==> src/rtl/aq_axi_sdma_wr_engine.sv <==
// aq_axi_sdma_wr_engine
//
// Stream-to-memory DMA write engine. Drains a first-word-fall-through FIFO into
// memory over an AXI4 write master (AW/W/B). A transfer of LEN beats starting at
// ADRS is split into INCR bursts of at most MAX_BURST beats that never cross a
// 4 KB boundary. Only one burst is outstanding at a time.
//
// Optional feature: define AQ_SDMA_FRAME_SYNC_EN to hold each transfer in a SYNC
// state after START until FRAME_SYNC is sampled high. Without the macro the
// FRAME_SYNC input is unused and START goes directly to the address phase.
//
// Ports:
//   ACLK, RST           clock, asynchronous active-high reset
//   START, ADRS, LEN    transfer request (accepted only while READY=1)
//   FRAME_SYNC          frame-sync qualifier (only with AQ_SDMA_FRAME_SYNC_EN)
//   READY, DONE, ERR    idle flag, one-cycle completion pulse, sticky bus error
//   FIFO_RE/EMPTY/DATA  FWFT FIFO pop, empty flag, head word
//   M_AXI_*             AXI4 write address, write data and write response
module aq_axi_sdma_wr_engine #(
   parameter int unsigned DATA_W    = 64,
   parameter int unsigned ADDR_W    = 32,
   parameter int unsigned LEN_W     = 32,
   parameter int unsigned MAX_BURST = 16
) (
   input  logic                ACLK,
   input  logic                RST,
   input  logic                START,
   input  logic [ADDR_W-1:0]   ADRS,
   input  logic [LEN_W-1:0]    LEN,
   input  logic                FRAME_SYNC,
   output logic                READY,
   output logic                DONE,
   output logic                ERR,
   output logic                FIFO_RE,
   input  logic                FIFO_EMPTY,
   input  logic [DATA_W-1:0]   FIFO_DATA,
   output logic [ADDR_W-1:0]   M_AXI_AWADDR,
   output logic [7:0]          M_AXI_AWLEN,
   output logic [2:0]          M_AXI_AWSIZE,
   output logic [1:0]          M_AXI_AWBURST,
   output logic [3:0]          M_AXI_AWCACHE,
   output logic [2:0]          M_AXI_AWPROT,
   output logic                M_AXI_AWVALID,
   input  logic                M_AXI_AWREADY,
   output logic [DATA_W-1:0]   M_AXI_WDATA,
   output logic [DATA_W/8-1:0] M_AXI_WSTRB,
   output logic                M_AXI_WLAST,
   output logic                M_AXI_WVALID,
   input  logic                M_AXI_WREADY,
   input  logic [1:0]          M_AXI_BRESP,
   input  logic                M_AXI_BVALID,
   output logic                M_AXI_BREADY
);

   localparam int unsigned BYTES = DATA_W / 8;
   localparam int unsigned SZ    = $clog2(BYTES);

   typedef enum logic [2:0] {
      StIdle,
`ifdef AQ_SDMA_FRAME_SYNC_EN
      StSync,
`endif
      StAddr,
      StData,
      StResp
   } state_e;

   state_e              state_q, state_d;
   logic [ADDR_W-1:0]   addr_q, addr_d;
   logic [LEN_W-1:0]    rem_q, rem_d;
   logic [8:0]          beats_q, beats_d;
   logic [8:0]          cnt_q, cnt_d;
   logic                awvalid_q, awvalid_d;
   logic [ADDR_W-1:0]   awaddr_q, awaddr_d;
   logic [7:0]          awlen_q, awlen_d;
   logic                wlast_q, wlast_d;
   logic                bready_q, bready_d;
   logic                done_q, done_d;
   logic                err_q, err_d;

   logic [ADDR_W-1:0]   start_addr;
   logic [ADDR_W-1:0]   calc_addr;
   logic [LEN_W-1:0]    calc_rem;
   logic [12:0]         page_left;
   logic [8:0]          nb;
   logic                load_aw;
   logic                w_hs;

`ifndef AQ_SDMA_FRAME_SYNC_EN
   logic unused_frame_sync;
   assign unused_frame_sync = FRAME_SYNC;
`endif

   assign start_addr = ADRS & ~ADDR_W'(BYTES - 1);

   // In IDLE the first burst is sized from the request inputs so AWVALID can
   // rise the cycle after START; afterwards the running address/count are used.
   assign calc_addr = (state_q == StIdle) ? start_addr : addr_q;
   assign calc_rem  = (state_q == StIdle) ? LEN : rem_q;

   // Beats left before the next 4 KB page boundary (1 .. 4096/BYTES).
   assign page_left = (13'd4096 - {1'b0, calc_addr[11:0]}) >> SZ;

   always_comb begin
      nb = 9'(MAX_BURST);
      if (calc_rem < LEN_W'(MAX_BURST)) begin
         nb = calc_rem[8:0];
      end
      if (page_left < 13'(nb)) begin
         nb = page_left[8:0];
      end
   end

   assign w_hs = M_AXI_WVALID & M_AXI_WREADY;

   always_comb begin
      state_d   = state_q;
      addr_d    = addr_q;
      rem_d     = rem_q;
      beats_d   = beats_q;
      cnt_d     = cnt_q;
      awvalid_d = awvalid_q;
      awaddr_d  = awaddr_q;
      awlen_d   = awlen_q;
      wlast_d   = wlast_q;
      bready_d  = bready_q;
      done_d    = 1'b0;
      err_d     = err_q;
      load_aw   = 1'b0;

      case (state_q)
         StIdle: begin
            if (START) begin
               addr_d = start_addr;
               rem_d  = LEN;
               err_d  = 1'b0;
               if (LEN == '0) begin
                  done_d = 1'b1;
               end else begin
`ifdef AQ_SDMA_FRAME_SYNC_EN
                  state_d = StSync;
`else
                  load_aw = 1'b1;
`endif
               end
            end
         end
`ifdef AQ_SDMA_FRAME_SYNC_EN
         StSync: begin
            if (FRAME_SYNC) begin
               load_aw = 1'b1;
            end
         end
`endif
         StAddr: begin
            if (M_AXI_AWREADY) begin
               awvalid_d = 1'b0;
               cnt_d     = beats_q;
               wlast_d   = (beats_q == 9'd1);
               state_d   = StData;
            end
         end
         StData: begin
            if (w_hs) begin
               if (wlast_q) begin
                  wlast_d  = 1'b0;
                  bready_d = 1'b1;
                  addr_d   = addr_q + (ADDR_W'(beats_q) << SZ);
                  rem_d    = rem_q - LEN_W'(beats_q);
                  state_d  = StResp;
               end else begin
                  // cnt_q counts beats still to send, including the current one
                  cnt_d   = cnt_q - 9'd1;
                  wlast_d = (cnt_q == 9'd2);
               end
            end
         end
         StResp: begin
            if (M_AXI_BVALID) begin
               bready_d = 1'b0;
               if (M_AXI_BRESP != 2'b00) begin
                  err_d = 1'b1;
               end
               // A bus error is recorded but the remaining bursts still run.
               if (rem_q != '0) begin
                  load_aw = 1'b1;
               end else begin
                  done_d  = 1'b1;
                  state_d = StIdle;
               end
            end
         end
         default: begin
            state_d = StIdle;
         end
      endcase

      if (load_aw) begin
         state_d   = StAddr;
         awvalid_d = 1'b1;
         awaddr_d  = calc_addr;
         awlen_d   = 8'(nb - 9'd1);
         beats_d   = nb;
      end
   end

   always_ff @(posedge ACLK or posedge RST) begin
      if (RST) begin
         state_q   <= StIdle;
         addr_q    <= '0;
         rem_q     <= '0;
         beats_q   <= '0;
         cnt_q     <= '0;
         awvalid_q <= 1'b0;
         awaddr_q  <= '0;
         awlen_q   <= '0;
         wlast_q   <= 1'b0;
         bready_q  <= 1'b0;
         done_q    <= 1'b0;
         err_q     <= 1'b0;
      end else begin
         state_q   <= state_d;
         addr_q    <= addr_d;
         rem_q     <= rem_d;
         beats_q   <= beats_d;
         cnt_q     <= cnt_d;
         awvalid_q <= awvalid_d;
         awaddr_q  <= awaddr_d;
         awlen_q   <= awlen_d;
         wlast_q   <= wlast_d;
         bready_q  <= bready_d;
         done_q    <= done_d;
         err_q     <= err_d;
      end
   end

   assign READY = (state_q == StIdle);
   assign DONE  = done_q;
   assign ERR   = err_q;

   assign M_AXI_AWADDR  = awaddr_q;
   assign M_AXI_AWLEN   = awlen_q;
   assign M_AXI_AWSIZE  = 3'(SZ);
   assign M_AXI_AWBURST = 2'b01;
   assign M_AXI_AWCACHE = 4'b0011;
   assign M_AXI_AWPROT  = 3'b000;
   assign M_AXI_AWVALID = awvalid_q;

   // W channel follows the FWFT FIFO combinationally.
   assign M_AXI_WVALID = (state_q == StData) & ~FIFO_EMPTY;
   assign M_AXI_WDATA  = FIFO_DATA;
   assign M_AXI_WSTRB  = '1;
   assign M_AXI_WLAST  = wlast_q;
   assign FIFO_RE      = w_hs;

   assign M_AXI_BREADY = bready_q;

endmodule

==> config.mk <==
export PLATFORM = sky130hd
export DESIGN_NAME = aq_axi_sdma_wr_engine
export DESIGN_NICKNAME = d
export VERILOG_FILES = /design/src/rtl/aq_axi_sdma_wr_engine.sv
export SDC_FILE = /design/constraint.sdc
export NUM_CORES = 1
export LEC_CHECK = 0
export ABC_CLOCK_PERIOD_IN_PS = 7600
export CORE_MARGIN = 2
export CORE_UTILIZATION = 39
export CTS_CLUSTER_SIZE = 25
export DETAILED_ROUTE_END_ITERATION = 10
export PLACE_DENSITY = 0.69
export RECOVER_POWER = 25
export SYNTH_ARGS = -nofsm -noshare
export SYNTH_HDL_FRONTEND = slang
export SYNTH_SLANG_ARGS = --single-unit
==> constraint.sdc <==
create_clock -name ACLK -period 7.6 [get_ports ACLK]
set_clock_uncertainty 0.1 [all_clocks]
set_input_delay 0.76 -clock ACLK [delete_from_list [all_inputs] [get_ports ACLK]]
set_output_delay 0.76 -clock ACLK [all_outputs]
set_load 0.1 [all_outputs]
[Yosys cells after proc, flatten, opt, wreduce, memory -nomap -nowiden]
Index checks and enable logic that the tools add are counted.
Storage, ports and cells
  flip-flop bits (word level): 130
  bits of input ports: 138
  word-level logic and storage cells: 105
Cells by class
  add/sub/neg operators: 5
  magnitude comparators: 2
  eq/ne operators: 18
  mux-type cells: 48
  bitwise operators: 3
  reduce and logical (&&, ||, !) cells: 17
Operator list (number)
  32-bit 2-to-1 mux: 8
  32-bit case mux with 2 select lines: 2
  9-bit 2-to-1 mux: 5
  32-bit by 12-bit adder with 32-bit output: 1
  32-bit zero test: 1
  32-bit by 5-bit less-than comparator with 1-bit output, second input constant: 1
  32-bit nonzero test: 1
  32-bit by 9-bit subtractor with 32-bit output: 1
  1-bit 2-to-1 mux: 20
  3-bit 2-to-1 mux: 6
  9-bit case mux with 2 select lines: 1
  4-bit AND reduction: 4
  3-bit != test, second input constant: 5
  2-bit != test, second input constant: 7
  2-bit nonzero test: 7
  13-bit by 12-bit subtractor with 13-bit output, first input constant: 1
  3-bit case mux with 4 select lines: 1
  10-bit by 9-bit less-than comparator with 1-bit output: 1
  1-bit case mux with 2 select lines: 5
  9-bit by 1-bit equality test with 1-bit output, second input constant: 1
  9-bit by 2-bit equality test with 1-bit output, second input constant: 1
  9-bit by 1-bit subtractor with 9-bit output, second input constant: 1
  8-bit by 1-bit subtractor with 8-bit output, second input constant: 1
  3-bit by 2-bit equality test with 1-bit output, second input constant: 2
  other kinds (8): 9

[Logic depth before layout (Yosys ltp)]
Gate-level depths: netlist (run 1).
  word-level depth: 7
  mapped depth: 25
  depth with buffers taken out: 23

[Worst setup path before layout (run 1)]
OpenSTA, ideal clock, no wires.
  path type: flip-flop to flip-flop
  from: register state_q[0]
  to: register awlen_q[6] (netlist: M_AXI_AWLEN[6])
  library setup time: 0.083 ns
  arrival time: 4.637 ns
  required time: 7.417 ns
  path slack: 2.780 ns
  cell stages (with the launch flop): 19
  period minus slack after synthesis: 4.820 ns
  cells stage by stage: dfrtp_1 > inv_1 > ha_1 > mux2i_1 > nor4b_1 > xor2_1 > ha_1 > and3_1 > a2111oi_0 > o211ai_2 > a21o_1 > buf_6 > a31oi_1 > ha_1 > nand2_1 > nor3_1 > xnor2_1 > mux2i_1 > o21ai_0
On the way
  longest elaborated chain between the ends: 7
  elaborated cells between the ends (all ways): 11
  classes of those cells: add/sub: 2; order compare: 2; eq/ne: 1; mux: 5; reduce/logical: 1
Ends and longest elaborated chain
  start: declaration: RTL line 68  | state_e state_q, state_d;
  start signal: assignment: RTL line 209  | state_q <= StIdle;
  start signal: assignment: RTL line 222  | state_q <= state_d;
  3-bit zero test (*)
  via READY: RTL line 31  | output logic READY,
  32-bit 2-to-1 mux: RTL line 99  | assign calc_rem = (state_q == StIdle) ? LEN : rem_q;
  32-bit by 5-bit less-than comparator with 1-bit output: RTL line 106  | if (calc_rem < LEN_W'(MAX_BURST)) begin
  9-bit 2-to-1 mux: RTL line 106
  10-bit by 9-bit less-than comparator with 1-bit output: RTL line 109  | if (page_left < 13'(nb)) begin
  9-bit 2-to-1 mux: RTL line 109
  8-bit by 1-bit subtractor with 8-bit output: RTL line 202  | awlen_d = 8'(nb - 9'd1);
  end signal: assignment: RTL line 229  | awlen_q <= awlen_d;
  end: declaration: RTL line 75  | logic [7:0] awlen_q, awlen_d;
Mark *: on every way through the listed nets, which the timed path passes. The rest lies on a longest branch.
A chain may end at the register's enable or synchronous reset.

[Worst setup path in the final report (run 1)]
  from: register state_q[0]
  to: register awlen_q[6] (netlist: M_AXI_AWLEN[6])
On the way
  longest elaborated chain between the ends: 7
  elaborated cells between the ends (all ways): 11
  classes of those cells: add/sub: 2; order compare: 2; eq/ne: 1; mux: 5; reduce/logical: 1
Ends and longest elaborated chain (RTL line)
  3-bit zero test: 98, 99, 131
  32-bit 2-to-1 mux: 99
  32-bit by 5-bit less-than comparator with 1-bit output: 106
  9-bit 2-to-1 mux: 106
  10-bit by 9-bit less-than comparator with 1-bit output: 109
  9-bit 2-to-1 mux: 109
  8-bit by 1-bit subtractor with 8-bit output: 202
Several ways; a longest one is shown, not always the timed one.

==> results.md, run 1 <==
* Worst-path clk slew at 0.06 ns
* Worst-path fanout max at 27
* Min-Delay Endpoint: M_AXI_AWADDR[4]
* Vias at 7713
* Ports at 270
* Crit path launch: state_q[0]
* HP Class: reg -> reg
* Main flop type after synthesis: dfrtp_1
* Final instance area at 10200 µm²
* GR Overflow Total at 0
* Row cnt at 54
* Final WS setup at 1.84 ns
* Hold_buf cts at 0
* Post-route ant nets at 0
* Via/cell ratio at 5.59
* Least-Margin Pin Slew at 2.66 ns
* Worst setup SP type: flip-flop
* Worst-skew pair later-pin latency at 0.43 ns
* Register-to-Register Setup Slack at 1.84 ns
* Layout cells sized above 1 at 5.81%
* Die ar. at 23700 µm²
* H-tree depth at 4
* Pwr/cell area at 543 nW/µm²
* Post-Synthesis Cells at 1055
* # nets final at 1263
* Post-Synthesis Cell Area at 8780 µm²
* Placer Congestion at 0.857
* Synthesized flop and latch total at 124
* First-pass GRT wire length at 38.4 mm
* Metal2 WL at 11.1 mm
* Part of the cycle the worst path needs at 75.9%
* Pre-CTS setup slack at 1.88 ns
* RSZ-0062 raised after global routing: false
* Yosys cell types at 73
* CTS tree: yes
* Final core utilization at 46.4%
* Final wirelength at 23.6 mm
* Buffer depth of the longest clock path at 2
* Final Hold Fails at 0
* ANT cells at 0
* CTS Buf Count at 17
* Register area share after synthesis at 35.4%
* Worst rel slew slack at -78.3%
* Area growth from synthesis to layout at 16.0%
* FMAX at 173 MHz
* Worst hold start: M_AXI_AWADDR[4]
* Final Max Tran Viols at 58
* HPWL Detailed at 16.4 mm
* Met3 Wirelength at 1.23 mm
* Lkg Pwr at 4.15 nW
* Vias in the first global route at 7366
* WS Path Type: reg -> reg
* Starting Density at 40.0%
* Fin Setup TNS at 0 ns
* Total power draw at 5.52 mW
* Setup Viol. Count Final at 0
* Post-synth EDFFs at 0
* Worst vdd ir at 0.344 mV
* Crit path cell chain: inv_1 -> ha_2 -> buf_4 -> nor3b_1 -> o21ai_0 -> a211oi_1 -> xnor2_1 -> inv_1 -> ha_1 -> and3_1 -> a2111oi_0 -> o211ai_2 -> a21o_1 -> a31oi_1 -> ha_1 -> nand2_1 -> nor3_1 -> xnor2_1 -> mux2i_1 -> o21ai_0
* Area after detailed placement at 9620 µm²
* PortBufs at 117
* Wirelength per Cell at 17.1 µm
* DR iter-0 viols at 589
* Die X at 154 µm
* Root Driver: clkbuf_16
* Worst r2r path cells at 20
* Post_cts resized at 0
* Gr usage total at 19.9%
* CP max stage delay at 0.61 ns
* Max_cap viols at 1
* Initial antenna violation count at 0
* CP arrival at 6.01 ns
* Reg-to-Reg Start: state_q[0]
* CP Capture Type: flip-flop
* Commonest non-fill, non-tap cell in the layout: nand2_1
* Fin crit period at 5.76 ns
* Met1 wire length at 10.9 mm
* # clock sinks at 124
* R2r endpoint: M_AXI_AWLEN[6]
* Failing checks: max-capacitance violations, max-slew violations
* Avg Cell Area, Syn at 8.32 µm²
* Core area at 22000 µm²
* DRC errors left at 0
* WP data required at 7.85 ns
* FFs w/ async S/R, synth at 100%
* Warnings, synthesis at 0
* DRT Pass-1 Iters at 5
* Hold path cells at 2
* Status: finished, violations left
* Post-CTS Setup Repair Bufs at 0
* Most frequent cells in the layout: nand2_1, dfrtp_1, clkdlybuf4s50_1
* Largest net degree at the start of global routing at 83
* Slowest CP cell: ha_2
* Die Y at 154 µm
* DR top layer: met4
## how the worst max path moves through the flow
| stage | cells past startpoint | slack, ns | to |
|---|---|---|---|
| detailed placement | 17 | 1.88 | M_AXI_AWLEN[6] |
| global route | 20 | 1.28 | M_AXI_AWLEN[6] |
| finish | 20 | 1.84 | M_AXI_AWLEN[6] |
| global placement | 20 | 2.05 | M_AXI_AWLEN[6] |
| CTS | 20 | 1.85 | M_AXI_AWLEN[6] |
| floorplan | 18 | 2.78 | M_AXI_AWLEN[6] |
## state kept, by name (all words and copies together) (netlist names)
register       cells
M_AXI_AWVALID      1
M_AXI_AWLEN        8
M_AXI_BREADY       1
cnt_q              9
DONE               1
addr_q            29
ERR                1
state_q            2
rem_q             32
M_AXI_WLAST        1
beats_q            9
M_AXI_AWADDR      30
## synth_stat cells (4+ instances only)
| library cell | count | area, µm² |
|---|---|---|
| o31ai_1 | 4 | 30.0 |
| xor2_1 | 6 | 52.6 |
| nor2_1 | 71 | 267 |
| o311a_1 | 4 | 40.0 |
| nor4b_1 | 4 | 35.0 |
| and4_1 | 6 | 52.6 |
| nand3b_1 | 4 | 30.0 |
| clkbuf_1 | 34 | 128 |
| dfrtp_1 | 124 | 3100 |
| mux2i_1 | 49 | 490 |
| nand3_1 | 25 | 125 |
| nand2b_1 | 6 | 37.5 |
| nand4_1 | 8 | 50.1 |
| nor3_1 | 42 | 210 |
| buf_1 | 8 | 30.0 |
| a31oi_1 | 5 | 31.3 |
| ha_1 | 35 | 438 |
| a21o_1 | 5 | 37.5 |
| o211ai_1 | 6 | 45.0 |
| a211oi_1 | 4 | 30.0 |
| a22oi_1 | 5 | 37.5 |
| buf_4 | 86 | 646 |
| or2_2 | 5 | 31.3 |
| o32ai_1 | 5 | 43.8 |
| nand2_1 | 130 | 488 |
| nor4_1 | 15 | 93.8 |
| a2bb2oi_1 | 5 | 43.8 |
| o21a_1 | 8 | 60.1 |
| o21ai_0 | 91 | 455 |
| and3_1 | 6 | 37.5 |
| or3_1 | 5 | 31.3 |
| xnor2_1 | 17 | 149 |
| inv_1 | 33 | 124 |
| buf_2 | 4 | 20.0 |
| a21oi_1 | 91 | 455 |
| o22ai_1 | 34 | 213 |
| nor2b_1 | 11 | 68.8 |
| and2_1 | 4 | 25.0 |
## kinds of logic (layout without fill, tap and decap cells)
family                     Yosys count  after routing  share of synthesized area [%]
buffers and inverters              169            191                           11.2
adders and majority gates           37             37                           5.45
and+or+nand+nor                    356            356                           19.4
xor gates and xnor gates            23             23                           2.30
muxes                               51             51                           5.89
AOI/OAI and AO/OA                  293            293                           20.3
other                                2             26                         0.0856
DFF                                124            124                           35.4
## worst max-delay path, delay by kind of cell, from the launching register on
family | cells | cell delay (ns)
XOR/XNOR | 2 | 0.33
multiplexers | 1 | 0.08
AO/OA/AOI/OAI | 7 | 2.07
flip-flops | 1 | 0.41
adder cells (fa/ha/maj) | 3 | 1.13
buffers and inverters | 3 | 0.76
AND/OR/NAND/NOR | 4 | 0.77
## layout make-up
| class | count | area, µm² |
|---|---|---|
| fill | 2097 | 11800 |
| multi-input combinational | 786 | 4810 |
| sequential | 124 | 3100 |
| timing repair buffer | 125 | 1230 |
| clock buffer | 18 | 439 |
| tap | 280 | 350 |
| inverter | 34 | 129 |
| clock inverter | 14 | 121 |
## per-layer routing
| layer | vias to the layer above | track usage [%] |
|---|---|---|
| met1 | 3677 | 27.4 |
| met3 | 34 | 3.21 |
| met4 | 0 | 7.21 |
| met5 | - | 0 |
| met2 | 255 | 31.8 |
| li1 | 3747 | - |
## per-stage QoR
stage	hold slack [ns]	instances
after floorplan	0.377	1079
after global placement	0.362	1349
after detailed placement	0.369	1349
after CTS	0.383	1381
after global routing	0.403	1381
final	0.379	1381
## report_power, final
| group | switching [mW] | internal (mW) |
|---|---|---|
| clock | 0.334 | 0.458 |
| sequential | 0.335 | 0.992 |
| combinational | 2.30 | 1.10 |
No activity file was read; power rests on OpenSTA's default activity.
==> run 2, diff against run 1 <==
--- a/config.mk
+++ b/config.mk
@@ -5,12 +5,12 @@
 export SDC_FILE = /design/constraint.sdc
 export NUM_CORES = 1
 export LEC_CHECK = 0
-export ABC_CLOCK_PERIOD_IN_PS = 7600
+export ABC_CLOCK_PERIOD_IN_PS = 5000
 export CORE_MARGIN = 2
 export CORE_UTILIZATION = 39
 export CTS_CLUSTER_SIZE = 25
 export DETAILED_ROUTE_END_ITERATION = 10
-export PLACE_DENSITY = 0.69
+export PLACE_DENSITY = 0.71
 export RECOVER_POWER = 25
 export SYNTH_ARGS = -nofsm -noshare
 export SYNTH_HDL_FRONTEND = slang
==> constraint.sdc (replaced) <==
create_clock -name ACLK -period 5 [get_ports ACLK]
set_clock_uncertainty 0.1 [all_clocks]
set_input_delay 0.5 -clock ACLK [delete_from_list [all_inputs] [get_ports ACLK]]
set_output_delay 0.5 -clock ACLK [all_outputs]
set_load 0.1 [all_outputs]
==> run 2 against run 1 <==
  * Non-clock buffer count rose by 18
  * Global-route usage fell by 0.13 points
  * Critical path type unchanged
  * Highest routed layer unchanged
  * The run still ends with max-capacitance violations, max-slew violations left
  * Wire length rose by 0.33%
  * Setup slack got worse by 1.5 ns
  * Largest power group unchanged
  * Power rose by 58%
  * Sequential power rose by 52%
  * Flip-flop and latch count did not move
==> results.md, run 2 (same netlist as run 1, synthesis figures left out) <==
* Status: finished, violations left
* Failing checks: max-capacitance violations, max-slew violations
* DRT Pass-1 Iters at 5
* Slowest CP cell: or3b_2
* Largest net degree at the start of global routing at 81
* Root Driver: clkbuf_16
* Placed Instances at 1367
* Die X at 154 µm
* Gr usage total at 19.8%
* Hold_buf cts at 0
* Max reg flops at 32
* Vias in the first global route at 7289
* Placer Congestion at 0.856
* Post_cts resized at 0
* CP Capture Type: flip-flop
* Worst setup SP type: flip-flop
* Worst-skew pair later-pin latency at 0.43 ns
* Starting Density at 40.0%
* Worst-path fanout max at 6
* DR top layer: met4
* HP Class: reg -> reg
* Max_cap viols at 1
* Final Max Tran Viols at 81
* Die Y at 154 µm
* Buffer depth of the longest clock path at 2
* Pre-CTS setup slack at 0.0814 ns
* Worst-path clk slew at 0.06 ns
* CP arrival at 4.83 ns
* Final WS setup at 0.371 ns
* GR Overflow Total at 0
* Fin Setup TNS at 0 ns
* Post-route insts no fill at 1399
* Area growth from synthesis to layout at 19.2%
* H-tree depth at 4
* Ports at 270
* Fin crit period at 4.63 ns
* PortBufs at 117
* WP data required at 5.20 ns
* Metal2 WL at 11.1 mm
* Part of the cycle the worst path needs at 92.6%
* Worst rel slew slack at -103%
* Post-CTS Setup Repair Bufs at 0
* R2r endpoint: M_AXI_AWLEN[4]
* Vias at 7797
* Post-route ant nets at 0
* Pwr/cell area at 837 nW/µm²
* Final Hold Fails at 0
* CP max stage delay at 0.50 ns
* Met1 wire length at 10.8 mm
* Commonest non-fill, non-tap cell in the layout: nand2_1
* Lkg Pwr at 4.30 nW
* Worst r2r path cells at 19
* Register-to-Register Setup Slack at 0.37 ns
* Initial antenna violation count at 0
* FMAX at 216 MHz
* Wirelength per Cell at 16.9 µm
* Core area at 22000 µm²
* Final wirelength at 23.7 mm
* CTS tree: yes
* Worst vdd ir at 0.478 mV
* Via/cell ratio at 5.57
* Least-Margin Pin Slew at 3.04 ns
* Critical Path Sink: M_AXI_AWLEN[4]
* Crit path launch: state_q[1]
* Reg-to-Reg Start: state_q[1]
* CTS Buf Count at 17
* WS Path Type: reg -> reg
* # clock sinks at 124
* Min Hold Slack at 0.374 ns
* ANT cells at 0
* DRC errors left at 0
* Reg with most FFs: rem_q
* Row cnt at 54
* First-pass GRT wire length at 37.9 mm
* Met3 Wirelength at 1.23 mm
* Die ar. at 23700 µm²
* Most frequent cells in the layout: nand2_1, dfrtp_1, clkdlybuf4s50_1
* Setup Viol. Count Final at 0
* DR iter-0 viols at 528
* Final core utilization at 47.6%
* Crit path cell chain: inv_1 -> ha_4 -> or3b_2 -> o22a_1 -> nor4b_2 -> xor2_1 -> ha_1 -> and3_1 -> a2111oi_2 -> o211ai_2 -> a21o_1 -> nor2b_1 -> a31oi_2 -> ha_1 -> nand2_1 -> nor2_1 -> xor2_1 -> o21ai_0 -> o21ai_0
* Layout cells sized above 1 at 7.42%
* HPWL Detailed at 16.8 mm
* # nets final at 1281
==> run 2: cell types whose count changed in the layout (fill, tap and decap cells not counted), sizes merged <==
| cell | previous run | this run |
|---|---|---|
| buf | 8 | 26 |
| inv | 35 | 34 |
| clkbuf | 18 | 21 |
| bufinv | 1 | 6 |
| clkinv | 8 | 3 |
| clkinvlp | 4 | 2 |
==> run 2: power by group <==
group	total, mW	internal (mW)	switching, mW
sequential	2.02	1.51	0.508
clock	1.43	0.960	0.469
combinational	5.31	1.78	3.53
total	8.75	4.25	4.50
==> run 2: per-stage QoR <==
stage / cell area, µm² / power [mW]
final: 10500 / 8.75
after global placement: 9760 / 7.16
after detailed placement: 9760 / 7.27
after floorplan: 8870 / 6.21
after global routing: 10500 / 9.36
after CTS: 10400 / 8.73
==> run 2: how the worst min path moves through the flow <==
stage          cells past startpoint      startpoint              to  slack (ns)
2_1_floorplan                      1      addr_q[10]      addr_q[10]        0.38
3_3_place_gp                       2   M_AXI_AWVALID   M_AXI_AWVALID        0.36
3_5_place_dp                       2  M_AXI_AWLEN[2]  M_AXI_AWLEN[2]        0.37
4_1_cts                            2  M_AXI_AWLEN[2]  M_AXI_AWLEN[2]        0.38
5_1_grt                            2  M_AXI_AWLEN[6]  M_AXI_AWLEN[6]        0.40
6_report                           2  M_AXI_AWLEN[2]  M_AXI_AWLEN[2]        0.37
==> run 2: per-layer routing <==
| layer | vias up | GRT usage, % |
|---|---|---|
| li1 | 3781 | - |
| met1 | 3730 | 26.7 |
| met2 | 242 | 31.3 |
| met3 | 44 | 4.51 |
| met4 | 0 | 6.94 |
| met5 | - | 0 |
==> run 2: layout make-up <==
cell class              count  area, µm²
fillers                  2067      11500
multi-input cells         786       4840
flip-flops and latches    124       3100
repair buffers            143       1370
clock buffers              21        460
well taps                 280        350
clock inverters            11        214
inverters                  34        128
==> run 2: critical path: cells and delay by family (launching register included) <==
family | cells | cell delay [ns]
xor+xnor | 2 | 0.42
compound gates | 7 | 1.31
flops | 1 | 0.42
buf+inv | 1 | 0.16
simple gates | 6 | 1.37
fa+ha+maj | 3 | 0.71
==> RTL edit: new RTL, settings of run 2 <==
Add a define of `AQ_SDMA_FRAME_SYNC_EN`.
--- a/src/rtl/aq_axi_sdma_wr_engine.sv
+++ b/src/rtl/aq_axi_sdma_wr_engine.sv
@@ -17,4 +17,6 @@
 //   FIFO_RE/EMPTY/DATA  FWFT FIFO pop, empty flag, head word
 //   M_AXI_*             AXI4 write address, write data and write response
+`define AQ_SDMA_FRAME_SYNC_EN
+
 module aq_axi_sdma_wr_engine #(
    parameter int unsigned DATA_W    = 64,
Formal check against the unedited RTL: not equivalent (a bounded check fails within 4 cycles, from zero or initial values and one cycle with RST high).
==> RTL edit against run 2 <==
- the run still ends with capacitance limit, slew limit left
- sequential cell count unchanged
- global-route usage increased by 0.47 points
- worst setup slack got worse by 69 ps
- power decreased by 6.5%
- clock power decreased by 16%
- final area increased by 0.55%
- count of clock-buffer cells in the layout increased by 1
- routed wire length increased by 4.0%
- synthesized cell count increased by 1.8%
- area after synthesis increased by 1.8%
- sequential share of layout area decreased by 0.16 points
- largest power group unchanged
==> RTL edit: results (changes against run 2) <==
| Metric | Value |
|---|---|
| Antenna violations before repair | `0 (unchanged)` |
| First-pass GRT wire length | `39,180 um (was 37,900 um)` |
| FF-to-FF End | `M_AXI_AWLEN[4] (unchanged)` |
| Largest net degree at the start of global routing | `125 (was 81)` |
| Vias in the first global route | `7,481 (was 7,289)` |
| Routed wl met2 | `11,690 um (was 11,110 um)` |
| Yosys cell types | `81 (was 73)` |
| Dpl ws | `100.2 ps (was 81.37 ps)` |
| Share of cells above drive strength 1 | `8.642% (was 7.417%)` |
| Met2 Track Usage GR | `33.21% (was 31.33%)` |
| PortBufs | `115 (was 117)` |
| Routed wl met3 | `1490 um (was 1226 um)` |
| Max-slew violations | `125 (was 81)` |
| Cells taking the most area after synthesis | `dfrtp_1, buf_4, o21ai_0, nand2_1, nor2_1 (was dfrtp_1, buf_4, mux2i_1, nand2_1, a21oi_1)` |
| Slew @ Worst Pin | `3197 ps (was 3043 ps)` |
| TritonCTS Buffers | `17 (unchanged)` |
| Most frequent cells after synthesis | `dfrtp_1, nand2_1, nor2_1 (was nand2_1, dfrtp_1, a21oi_1, o21ai_0, buf_4)` |
| Largest Register | `rem_q (unchanged)` |
| # Max-Cap Violations | `1 (unchanged)` |
| Post-route met1 wirelength | `11,090 um (was 10,760 um)` |
| Worst Hold Slack | `374.1 ps (was 374.4 ps)` |
| Clock latency at the later pin of the worst-skew pair | `430 ps (about the same)` |
| Maximum VDD drop | `0.4459 mV (was 0.4777 mV)` |
| Sw Ratio | `52.38% (was 51.46%)` |
| Dpl cell area | `0.009927 mm2 (was 0.009758 mm2)` |
| Max reg flops | `32 (unchanged)` |
| DRT iter0 DRCs | `582 (was 528)` |
| # H-tree levels | `4 (unchanged)` |
| Per-cell routed wire length | `17.36 um (was 16.94 um)` |
| Reg2reg setup slack | `300 ps (was 370 ps)` |
| Crit path arrival time | `4860 ps (was 4830 ps)` |
| RR Startpoint | `state_q[2] (was state_q[1])` |
| R2R cell count | `25 (was 19)` |
| Hold Crit Endpoint | `M_AXI_AWADDR[16] (was M_AXI_AWLEN[2])` |
| Gp weighted congestion | `0.8632 (was 0.8555)` |
| Nets | `1,292 (was 1,281)` |
| GRT Util Overall | `20.27% (was 19.80%)` |
| Met3 Use GR | `4.011% (was 4.510%)` |
| Met1 Use GR | `27.42% (was 26.67%)` |
| Number of vias per cell | `5.646 (was 5.573)` |
| DP HPWL | `17,390 um (was 16,830 um)` |
| Hold Crit Start | `M_AXI_AWADDR[16] (was M_AXI_AWLEN[2])` |
| Outcome | `complete, but fails checks (unchanged)` |
| Hold depth | `2 (unchanged)` |
| Clk slew on worst S/H paths | `60 ps (about the same)` |
| Failing checks | `capacitance limit, slew limit (unchanged)` |
| Sequential area share after synthesis | `34.72% (was 35.35%)` |
| Static Leak | `4.335 nW (was 4.302 nW)` |
| Diode count | `0 (unchanged)` |
| Ys async rst share | `100.0% (unchanged)` |
==> RTL edit: cell count changes after synthesis, moves of 8 or more <==
cell	before	now
o22ai_1	34	11
o21ai_0	91	82
nor2_1	71	104
a211oi_1	4	14
xnor2_1	17	5
a31oi_1	5	18
a21oi_1	91	67
mux2i_1	49	35
nor3_1	42	30
nand3_1	25	33
nand2_1	130	109
nor4_1	15	27
==> RTL edit: logic make-up (layout without fill, tap and decap cells) <==
family / Yosys count / in the layout / synth area share (%)
compound gates: 282 / 282 / 19.97
xor+xnor: 17 / 17 / 1.834
fa+ha+maj: 33 / 33 / 4.789
buf+inv: 176 / 211 / 11.41
flops: 124 / 124 / 34.72
mux: 39 / 39 / 4.579
other cells: 2 / 27 / 0.08404
simple gates: 401 / 401 / 22.61
==> RTL edit: worst max-delay path by stage <==
stage,endpoint,from,depth (start not counted),slack (ps)
after floorplan,M_AXI_AWLEN[4],state_q[1],29,4
after global placement,M_AXI_AWLEN[4],state_q[2],25,190
after detailed placement,M_AXI_AWLEN[4],LEN[20],20,100
after CTS,M_AXI_AWLEN[4],state_q[2],25,110
after global routing,M_AXI_AWLEN[4],state_q[2],25,-10
final,M_AXI_AWLEN[4],state_q[2],25,300
==> RTL edit: per-stage QoR <==
step                      cells  utilization [%]  setup TNS, ps
final                      1419            46.59              0
after global routing       1419            46.59         -13.25
after CTS                  1418            46.49              0
after detailed placement   1386            43.98              0
after global placement     1386            43.98              0
after floorplan            1099                -              0
==> RTL edit: area by class of cell <==
| class | instances | area, um2 |
|---|---|---|
| Inverter | 35 | 137.6 |
| Multi-Input combinational cell | 799 | 4987 |
| Sequential cell | 124 | 3103 |
| Tap cell | 285 | 356.6 |
| Clock buffer | 22 | 474.2 |
| Timing Repair Buffer | 144 | 1366 |
| Fill cell | 2197 | 12060 |
| Clock inverter | 10 | 91.34 |
==> RTL edit: power by group through the flow <==
stage	sequential, W	combinational (W)	clock (W)
floorplan	0.00288	0.00310	0
global placement	0.00194	0.00487	0
detailed placement	0.00196	0.00495	0
CTS	0.00195	0.00497	0.00121
global route	0.00204	0.00548	0.00126
finish	0.00196	0.00503	0.00120
==> RTL edit: critical path, stage by stage, from the launching register on <==
cell	delay (ps)
dfrtp_1	390
or3_4	420
inv_6	100
mux2_4	330
inv_2	80
ha_1	160
nor3b_4	210
mux2i_4	120
nand2b_4	160
nor2_1	130
xor2_1	90
mux2i_1	200
ha_1	290
nand3_2	110
o221ai_1	130
o211ai_1	160
nand4b_4	160
a21oi_4	190
nor3_1	70
a21oi_1	190
ha_2	260
nand3_1	100
xor2_1	160
nand2_1	60
o21ai_0	70
a21oi_1	80
==> RTL edit: repair_timing <==
item	CTS	global route
resized for setup	0	7
endpoints found under the hold margin	0	0
endpoints found under the setup margin	0	2
buffers inserted	0	1
